===== config.mk =====
export PLATFORM = sky130hd
export DESIGN_NAME = jtag_mem_ctrl
export DESIGN_NICKNAME = d
export VERILOG_FILES = /design/src/rtl/jtag_pkg.sv /design/src/rtl/jtag_tgl_sync.sv /design/src/rtl/jtag_mem_ctrl.sv
export SDC_FILE = /design/constraint.sdc
export NUM_CORES = 1
export LEC_CHECK = 0
export CAP_MARGIN = 10
export CORE_MARGIN = 2
export CORE_UTILIZATION = 40
export CTS_BUF_LIST = sky130_fd_sc_hd__clkbuf_4
export DETAILED_ROUTE_END_ITERATION = 12
export PLACE_DENSITY = 0.78
export SLEW_MARGIN = 20
export SYNTH_ARGS = -nofsm -noshare
export SYNTH_HDL_FRONTEND = slang
export SYNTH_SLANG_ARGS = --single-unit

===== constraint.sdc =====
create_clock -name clk -period 3.2 [get_ports clk]
set_input_delay 0.48 -clock clk [delete_from_list [all_inputs] [get_ports clk]]
set_output_delay 0.48 -clock clk [all_outputs]
set_load 0.02 [all_outputs]

===== src/rtl/jtag_pkg.sv =====
// Shared command, status and state encodings for the JTAG memory path.
// Latency: none (definitions only).
// Backpressure: none (definitions only).
package jtag_pkg;

   localparam logic [1:0] CMD_CHECK = 2'b00;
   localparam logic [1:0] CMD_READ  = 2'b01;
   localparam logic [1:0] CMD_WRITE = 2'b10;
   localparam logic [1:0] CMD_RSVD  = 2'b11;

   localparam logic [1:0] ST_BUSY  = 2'b01;
   localparam logic [1:0] ST_OKAY  = 2'b10;
   localparam logic [1:0] ST_ERROR = 2'b11;

   typedef enum logic [1:0] {
      IDLE  = 2'd0,
      ISSUE = 2'd1,
      WAIT  = 2'd2
   } state_t;

endpackage


===== src/rtl/jtag_tgl_sync.sv =====
// Brings a toggle from a foreign clock domain in and turns each edge into a one-cycle pulse.
// Latency: SYNC_STAGES+1 clk edges from toggle change to pulse.
// Backpressure: none; toggles closer than the latency merge or are lost.
module jtag_tgl_sync #(
   parameter int SYNC_STAGES = 2
) (
   input  logic clk,
   input  logic rst,
   input  logic tgl,
   output logic pulse
);

   logic [SYNC_STAGES-1:0] sync_q;
   logic                   prev_q;

   // Synchroniser chain, previous-level flop and registered edge pulse
   always_ff @(posedge clk) begin
      if (rst) begin
         sync_q <= '0;
         prev_q <= 1'b0;
         pulse  <= 1'b0;
      end else begin
         sync_q <= {sync_q[SYNC_STAGES-2:0], tgl};
         prev_q <= sync_q[SYNC_STAGES-1];
         pulse  <= sync_q[SYNC_STAGES-1] ^ prev_q;
      end
   end

endmodule


===== src/rtl/jtag_mem_ctrl.sv =====
// Decodes TAP requests and runs one READ/WRITE access at a time on a single-port memory.
// Latency: toggle->pulse SYNC_STAGES+1 edges; pulse->OKAY at least 3 edges (ISSUE, WAIT, complete).
// Backpressure: waits on mem_ready for up to TIMEOUT cycles; requests arriving while busy are dropped and flagged in overrun.
module jtag_mem_ctrl
   import jtag_pkg::*;
#(
   parameter int ADDR_W      = 8,
   parameter int DATA_W      = 16,
   parameter int TIMEOUT     = 64,
   parameter int SYNC_STAGES = 2
) (
   input  logic              clk,
   input  logic              sys_rst,
   input  logic              tap_req_tgl,
   input  logic [ADDR_W-1:0] tap_addr,
   input  logic [DATA_W-1:0] tap_wdata,
   input  logic [1:0]        tap_cmd,
   output logic              mem_en,
   output logic              mem_we,
   output logic [ADDR_W-1:0] mem_addr,
   output logic [DATA_W-1:0] mem_wdata,
   input  logic [DATA_W-1:0] mem_rdata,
   input  logic              mem_ready,
   output logic [DATA_W-1:0] rdata,
   output logic [1:0]        status,
   output logic              ack_tgl,
   output logic              overrun
);

   localparam int CNT_W = $clog2(TIMEOUT) + 1;

   state_t            state, state_nxt;
   logic              req_pulse;
   logic              is_access;
   logic              timed_out;
   logic [ADDR_W-1:0] cap_addr;
   logic [DATA_W-1:0] cap_wdata;
   logic [1:0]        cap_cmd;
   logic [CNT_W-1:0]  cnt;

   jtag_tgl_sync #(
      .SYNC_STAGES (SYNC_STAGES)
   ) u_req_sync (
      .clk   (clk),
      .rst   (sys_rst),
      .tgl   (tap_req_tgl),
      .pulse (req_pulse)
   );

   assign is_access = (tap_cmd == CMD_READ) || (tap_cmd == CMD_WRITE);
   assign timed_out = (cnt == CNT_W'(TIMEOUT - 1));

   // State register
   always_ff @(posedge clk) begin
      if (sys_rst) state <= IDLE;
      else         state <= state_nxt;
   end

   // Next-state decode; completion and timeout both return to IDLE
   always_comb begin
      state_nxt = state;
      case (state)
         IDLE:    if (req_pulse && is_access) state_nxt = ISSUE;
         ISSUE:   state_nxt = WAIT;
         WAIT:    if (mem_ready || timed_out) state_nxt = IDLE;
         default: state_nxt = IDLE;
      endcase
   end

   // Request capture, memory port drive, completion/timeout handling and status
   always_ff @(posedge clk) begin
      if (sys_rst) begin
         cap_addr  <= '0;
         cap_wdata <= '0;
         cap_cmd   <= CMD_CHECK;
         mem_en    <= 1'b0;
         mem_we    <= 1'b0;
         mem_addr  <= '0;
         mem_wdata <= '0;
         rdata     <= '0;
         status    <= ST_OKAY;
         ack_tgl   <= 1'b0;
         overrun   <= 1'b0;
         cnt       <= '0;
      end else begin
         // Anything that lands while a transaction is in flight is lost
         if (req_pulse && state != IDLE) overrun <= 1'b1;
         case (state)
            IDLE: begin
               if (req_pulse) begin
                  cap_addr  <= tap_addr;
                  cap_wdata <= tap_wdata;
                  cap_cmd   <= tap_cmd;
                  if (is_access)                status <= ST_BUSY;
                  else if (tap_cmd == CMD_RSVD) status <= ST_ERROR;
               end
            end
            ISSUE: begin
               mem_en    <= 1'b1;
               mem_we    <= (cap_cmd == CMD_WRITE);
               mem_addr  <= cap_addr;
               mem_wdata <= cap_wdata;
               cnt       <= '0;
            end
            WAIT: begin
               if (mem_ready) begin
                  if (cap_cmd == CMD_READ) rdata <= mem_rdata;
                  status  <= ST_OKAY;
                  ack_tgl <= ~ack_tgl;
                  mem_en  <= 1'b0;
               end else if (timed_out) begin
                  status  <= ST_ERROR;
                  ack_tgl <= ~ack_tgl;
                  mem_en  <= 1'b0;
               end else begin
                  cnt <= cnt + CNT_W'(1);
               end
            end
            default: ;
         endcase
      end
   end

endmodule


; ---- Yosys cells after proc, flatten, opt, wreduce, memory -nomap -nowiden
; Index checks and enable logic that the tools add are counted.
[totals]
ff_bits = 85
latchBits = 0
ramBits = 0
romBits = 0
inputBits = 46
output_inout_bits = 46
n_memories = 0
[classes]
add_sub_neg = 1
mul = 0
n_div = 0
n_lt_le_gt_ge = 0
eq_ne = 15
shifts = 0
mux = 17
n_bitwise = 2
n_reduce_logical = 16
[ops]
columns = cell, n
row1 = 2-bit 2-to-1 mux, 7
row2 = 7-bit 2-to-1 mux, 2
row3 = 7-bit case mux with 2 select lines, 1
row4 = 2-bit == test (second input constant), 4
row5 = 2-bit != test (second input constant), 4
row6 = 2-bit AND reduction, 4
row7 = 2-bit nonzero test, 4
row8 = 7-bit by 1-bit adder with 7-bit output (second input constant), 1
row9 = 7-bit by 6-bit == test with 1-bit output (second input constant), 1
row10 = 2-bit by 1-bit == test with 1-bit output (second input constant), 3
row11 = 3-bit != test (second input constant), 2
row12 = 2-bit case mux with 3 select lines, 1
row13 = 3-bit AND reduction, 2
row14 = 1-bit 2-to-1 mux, 4
row15 = 2-bit case mux with 2 select lines, 1
row16 = 4-bit AND reduction, 1
row17 = 1-bit logical AND, 2
row18 = 2-bit logical NOT, 1
row19 = 1-bit logical OR, 2
row20 = 2-bit by 1-bit != test with 1-bit output (second input constant), 1
row21 = 1-bit case mux with 2 select lines, 1
row22 = 1-bit inverter, 1
row23 = 1-bit XOR, 1

; ---- Depth between registers and ports, before layout
; Gate-level depths: netlist of the first run.
[depth]
depth_word = 5
ltp_mapped = 7
ltp_nobuf = 6

; ---- By module
; Synthesis of the first run repeated with hierarchy kept, for this count alone.
[unflattened]
cells_unflattened = 361
hier_area_um2 = 3195.6
[by_module_without_submodules]
columns = mod, instances, cells_each, area_per_inst_um2
row1 = jtag_mem_ctrl, 1, 352, 3084.2
row2 = jtag_tgl_sync, 1, 9, 111.4

; ---- Worst setup path after synthesis of the first run
; Ideal clock, no wire load.
[synth_timing]
path_type = flip-flop to flip-flop
startpoint = reg state[0]
endpoint = reg cnt[5]
arrival_ps = 1585
path_slack_ps = 1545
path_stages_with_launch = 7
period_less_slack_ps = 1655
cell_sequence = dfxtp_1 inv_1 ha_1 a21boi_2 o21ai_2 or4_1 a21oi_1
[synth_via]
elab_chain_cells = 3
word_cells_on_any_way = 7
[synth_lines]
columns = element, line
row1 = from (decl), jtag_mem_ctrl.sv:32  ; state_t state, state_nxt;
row2 = from (signal assigned), jtag_mem_ctrl.sv:56  ; else state <= state_nxt;
row3 = 2-bit == test or 2-bit by 1-bit == test with 1-bit output (tied branches), jtag_mem_ctrl.sv:88  ; case (state)
row4 = 2-bit != test (no line) or 2-bit nonzero test (tied branches), -
row5 = 3-bit AND reduction (no line), -
row6 = to (signal assigned), jtag_mem_ctrl.sv:116  ; cnt <= cnt + CNT_W'(1);
row7 = to (decl), jtag_mem_ctrl.sv:39  ; logic [CNT_W-1:0] cnt;
; Several ways; a longest one is shown, not always the timed one.
; A chain may end at the register's enable or synchronous reset.

; ---- Final worst setup path of the first run
[layout_timing]
startpoint = reg state[0]
endpoint = reg rdata[0]
[layout_via]
elab_chain_cells = 2
[layout_lines]
columns = element, line
row1 = 2-bit == test, jtag_mem_ctrl.sv:88
row2 = 3-bit AND reduction (no line), -
row3 = to (signal assigned), jtag_mem_ctrl.sv:107  ; if (cap_cmd == CMD_READ) rdata <= mem_rdata;
row4 = to (decl), jtag_mem_ctrl.sv:24  ; output logic [DATA_W-1:0] rdata,
; No other way between the ends.

==> results of run 1 <==
## per-stage QoR
step | worst slack [ps] | instance area (um2)
CTS | 1250 | 4260
floorplan | 1550 | 3170
global route | 990 | 4260
finish | 1260 | 4260
detailed placement | 1060 | 4140
global placement | 1110 | 4140
## worst paths after layout
| kind | start | endpoint | slack, ps | depth (start not counted) |
|---|---|---|---|---|
| max reg2reg | state[0] | rdata[0] | 1260 | 5 |
| max | state[0] | rdata[0] | 1260 | 5 |
| min | u_req_sync.sync_q[0] | u_req_sync.sync_q[1] | 460 | 1 |
| min reg2reg | u_req_sync.sync_q[0] | u_req_sync.sync_q[1] | 460 | 1 |
## logic make-up after synthesis
kind of cell	after synthesis
XOR/XNOR	2
AO/OA/AOI/OAI	72
buffers and inverters	30
multiplexers	25
AND/OR/NAND/NOR	140
adder cells (fa/ha/maj)	5
flip-flops	85
## state kept, by name, summed over array words and instances (netlist names), 2 cells and up
signal	flops
cap_addr	8
cap_cmd	2
cap_wdata	16
cnt	7
mem_addr	8
mem_wdata	16
rdata	16
state	2
status	2
u_req_sync.sync_q	2
## power breakdown
| part | total [uW] | switching (uW) | internal (uW) |
|---|---|---|---|
| sequential | 1080 | 8.30 | 1070 |
| clock | 537 | 363 | 174 |
| combinational | 136 | 62.0 | 73.9 |
| total | 1750 | 434 | 1320 |
## metal layers
metal	up-vias	global-route usage, %	part of all wire [%]
li1	1369	-	-
met1	1278	21.4	43
met2	58	31.0	51
met3	6	4.92	4.7
met4	0	5.15	0.95
met5	-	0	0
## area by class of cell
class,instances,area [um2]
Fill cell,714,3430
Sequential cell,85,1700
Timing Repair Buffer,94,928
Clock buffer,10,75.1
Tap cell,102,128
Inverter,9,33.8
Clock inverter,6,46.3
Multi-Input combinational cell,244,1350
## cell usage after synthesis (all sizes together)
cell type,n
a211oi,1
a21boi,1
a21o,1
a21oi,53
a311oi,1
a31oi,1
a32oi,1
and2,1
and3,1
and4b,1
buf,8
clkbuf,13
dfxtp,85
ha,5
inv,9
mux2,1
mux2i,24
nand2,89
nand2b,2
nand3,2
nand3b,2
nand4b,2
nor2,32
nor2b,4
o21ai,4
o21bai,1
o22ai,1
o311a,1
o311ai,1
o31ai,3
o32ai,1
o41ai,1
or3,3
or4,1
xnor2,1
xor2,1
## worst max-delay path: stages, from the launching register on
cell and delay (ps):
dfxtp_1 350, inv_1 80, ha_1 420, nand4b_1 620, nand2_1 260, a21oi_1 90
==> impl_metrics.env, run 1 <==
export IMPL_via_count=2711
export IMPL_vias_per_cell=4.93
export IMPL_postCtsSetupBuffers=0
export IMPL_num_antenna_cells=0
export IMPL_tightest_slew_ps=1040
export IMPL_htree_num_levels=3
export IMPL_fmax_mhz=515
export IMPL_fin_cells=550
export IMPL_cts_tree="yes"
export IMPL_rows=32
export IMPL_synthesis_nets=410
export IMPL_core_um2=7690
export IMPL_worstPathMaxFanout=16
export IMPL_num_io_pins=92
export IMPL_antenna_found_initial=0
export IMPL_drtPass1Iterations=4
export IMPL_syn_inst=359
export IMPL_synth_seq_cells=85
export IMPL_synth_compound_area_share_pct=13.3
export IMPL_numCtsBuffers=9
export IMPL_slew_violations=0
export IMPL_leakagePower_uw=0.00144
export IMPL_ys_seq_area_share_pct=53.6
export IMPL_hold_ws_ps=455
export IMPL_first_global_vias=2739
export IMPL_setup_viol=0
export IMPL_yosys_warnings=0
export IMPL_worst_setup_path_end_kind="register"
export IMPL_holdBufCountCts=0
export IMPL_grt_max_degree=52
export IMPL_yosys_area_share_adder_pct=1.97
export IMPL_synthTopCellsByArea="dfxtp_1 54%, nand2_1 11%, a21oi_1 8.2%"
export IMPL_grt_remaining_overflow=0
export IMPL_final_common_cell="clkdlybuf4s50_1"
export IMPL_syn_to_final_growth_pct=34.2
export IMPL_layout_common_cells="90 x clkdlybuf4s50_1, 89 x nand2_1, 85 x dfxtp_1"
export IMPL_syn_area_um2=3170
export IMPL_clock_latency_ps=410
export IMPL_hp_class="register to register"
export IMPL_cp_required_ps=3500
export IMPL_final_setup_tns_ps=0
export IMPL_path_clk_slew_ps=140
export IMPL_rsz0062_at_grt="false"
export IMPL_die_x_um=93.0
export IMPL_die_area_um2=8660
export IMPL_wl_mm=7.37
export IMPL_clock_root_buffer="clkbuf_4"
export IMPL_start_util_pct=41.3
export IMPL_drive_above_1_share_pct=6.03
export IMPL_run_status="complete, no violations"
export IMPL_cp_arrival_ps=2240
export IMPL_hpwl_mm=5.12
export IMPL_drtAntennaViolNets=0
export IMPL_gr_usage_all_layers_pct=17.8
export IMPL_synth_top_family_by_area="simple AND/OR/NAND/NOR gates"
export IMPL_vdd_ir_drop_worst_mv=0.247
export IMPL_ctsResizeCount=0
export IMPL_dp_cells=534
export IMPL_yosysTopAreaCell="dfxtp_1"
export IMPL_yosys_cell_types_count=42
export IMPL_synth_xor_area_share_pct=0.552
export IMPL_avgSynthCellArea_um2=8.84
export IMPL_relSlewSlack_pct=30.4
export IMPL_power_uw=1750
export IMPL_timing_final_crit_share_pct=60.7
export IMPL_synth_top_area_share_pct=53.6
export IMPL_hold_violations=0
export IMPL_drc=0
export IMPL_yosys_area_share_simple_pct=18.5
export IMPL_min_period_ps=1940
export IMPL_wl_per_cell_um=13.4
export IMPL_cts_sinks=85
export IMPL_portBuffers=91
export IMPL_drv_cap=0
export IMPL_powerDensity_nw_per_um2=412
export IMPL_finish_utilization_pct=55.4
export IMPL_die_h_um=93.0
export IMPL_crit_type="register to register"
export IMPL_drt_iter0_drc=124
export IMPL_place_gp_congestion=0.816
export IMPL_synthMuxAreaShare_pct=7.93
export IMPL_cts_buffer_depth=2
export IMPL_fin_worst_skew_ps=14.4
export IMPL_startpoint_type="register"
export IMPL_grt_pass1_wl_mm=12.4
export IMPL_nets=494
No activity file was read; power rests on OpenSTA's default activity.
==> inputs of run 2 (changes only) <==
clock period = 2 ns   (was 3.2 ns; I/O delays follow)
==> run 2 against run 1 <==
Against the previous run:
- first-iteration DRC count decreased by 28%
- utilization up 1.5 points
- routed wire length fell by 3.2%
- cell count increased by 1.5%
- global-route usage shrank 0.50 points
- hold slack worse by 210 ps
- register-to-register slack worse by 1100 ps
- total power grew 74%
==> impl_metrics.env, run 2 (same netlist as run 1, synthesis figures left out) <==
export IMPL_hpwl_mm=5.07
export IMPL_drtPass1Iterations=4
export IMPL_tightest_slew_ps=414
export IMPL_clock_latency_ps=430
export IMPL_switchingPower_uw=701
export IMPL_timing_final_crit_share_pct=92.2
export IMPL_place_gp_congestion=0.839
export IMPL_pre_cts_slack_ps=198
export IMPL_grt_remaining_overflow=0
export IMPL_clock_root_buffer="clkbuf_4"
export IMPL_die_x_um=93.0
export IMPL_final_common_cell="clkdlybuf4s50_1"
export IMPL_r2r_setup_slack_ps=160
export IMPL_worstPathMaxFanout=8
export IMPL_rows=32
export IMPL_final_setup_tns_ps=0
export IMPL_syn_to_final_growth_pct=37.9
export IMPL_path_clk_slew_ps=130
export IMPL_crit_type="register to register"
export IMPL_p_seq_share_pct=56.6
export IMPL_portBuffers=91
export IMPL_vias_per_cell=4.83
export IMPL_power_uw=3060
export IMPL_core_um2=7690
export IMPL_swShare_pct=22.9
export IMPL_nets=502
export IMPL_grt_max_degree=54
export IMPL_cts_buffer_depth=2
export IMPL_relSlewSlack_pct=72.4
export IMPL_intPower_uw=2360
export IMPL_fmax_mhz=542
export IMPL_first_global_vias=2621
export IMPL_wl_mm=7.13
export IMPL_hp_class="primary input to register"
export IMPL_die_area_um2=8660
export IMPL_hold_violations=0
export IMPL_holdBufCountCts=0
export IMPL_rsz0062_at_grt="false"
export IMPL_antenna_found_initial=0
export IMPL_numCtsBuffers=9
export IMPL_drt_iter0_drc=89
export IMPL_reg_top3="cap_wdata (16), mem_wdata (16), rdata (16)"
export IMPL_setup_slack_ps=156
export IMPL_wl_per_cell_um=12.8
export IMPL_clkPwrFrac_pct=35.9
export IMPL_die_h_um=93.0
export IMPL_drtAntennaViolNets=0
export IMPL_num_io_pins=92
export IMPL_cp_arrival_ps=2200
export IMPL_ctsResizeCount=0
export IMPL_fin_worst_skew_ps=19.0
export IMPL_startpoint_type="register"
export IMPL_grt_pass1_wl_mm=11.9
export IMPL_leakagePower_uw=0.00150
export IMPL_cts_tree="yes"
export IMPL_via_count=2697
export IMPL_num_antenna_cells=0
export IMPL_setup_viol=0
export IMPL_cts_sinks=85
export IMPL_finish_utilization_pct=56.9
export IMPL_start_util_pct=41.3
export IMPL_gr_usage_all_layers_pct=17.3
export IMPL_drive_above_1_share_pct=7.68
export IMPL_run_status="complete, no violations"
export IMPL_vdd_ir_drop_worst_mv=0.377
export IMPL_layout_common_cells="90 x clkdlybuf4s50_1, 89 x nand2_1, 85 x dfxtp_1"
export IMPL_cp_required_ps=2360
export IMPL_htree_num_levels=3
export IMPL_pwr_share_comb_pct=7.4
export IMPL_powerDensity_nw_per_um2=699
export IMPL_slew_violations=0
export IMPL_postCtsSetupBuffers=0
export IMPL_drv_cap=0
export IMPL_worst_setup_path_end_kind="register"
export IMPL_min_period_ps=1840
export IMPL_drc=0
run 2: cell types whose count changed in the layout (fill, tap and decap cells not counted):
cell and delta:
buf_4 +7, inv_6 -1, buf_12 +1, bufinv_16 +2, clkbuf_4 -1
run 2: area by class of cell:
class	instances	area [um2]
Timing Repair Buffer	102	1000
Fill cell	706	3310
Multi-Input combinational cell	244	1350
Sequential cell	85	1700
Clock inverter	7	97.6
Clock buffer	9	67.6
Tap cell	102	128
Inverter	9	33.8
run 2: layer usage:
layer  track usage (%)  vias to the layer above  share of wire, %
li1                  -                     1375                 -
met1              20.5                     1249                45
met2              29.3                       61                48
met3              4.43                       12               5.0
met4              7.97                        0               2.1
met5                 0                        -                 0
run 2: worst max-delay path, cell delays in order, from the launching register on:
cell	delay (ps)
dfxtp_1	380
inv_1	80
ha_1	370
a21boi_2	230
o21ai_2	120
or4_1	470
a21oi_1	140
run 2: final timing paths:
kind                   startpoint              endpoint  cells after the start
min reg2reg  u_req_sync.sync_q[0]  u_req_sync.sync_q[1]                      1
min                       sys_rst                mem_en                      3
max reg2reg              state[0]                cnt[5]                      6
max                      state[0]                cnt[5]                      6
run 2: power groups by stage:
stage,Combinational [uW],Sequential (uW),Clock [uW]
floorplan,93.1,1770,0
global placement,225,1770,0
detailed placement,228,1770,0
CTS,229,1730,1140
global route,247,1740,1200
finish,227,1730,1100
run 2: stage by stage:
| stage | hold slack, ps | instances | area, um2 |
|---|---|---|---|
| after floorplan | 414 | 359 | 3170 |
| final | 248 | 558 | 4370 |
| after global routing | 247 | 558 | 4370 |
| after global placement | 421 | 542 | 4210 |
| after CTS | 222 | 558 | 4370 |
| after detailed placement | 422 | 542 | 4210 |
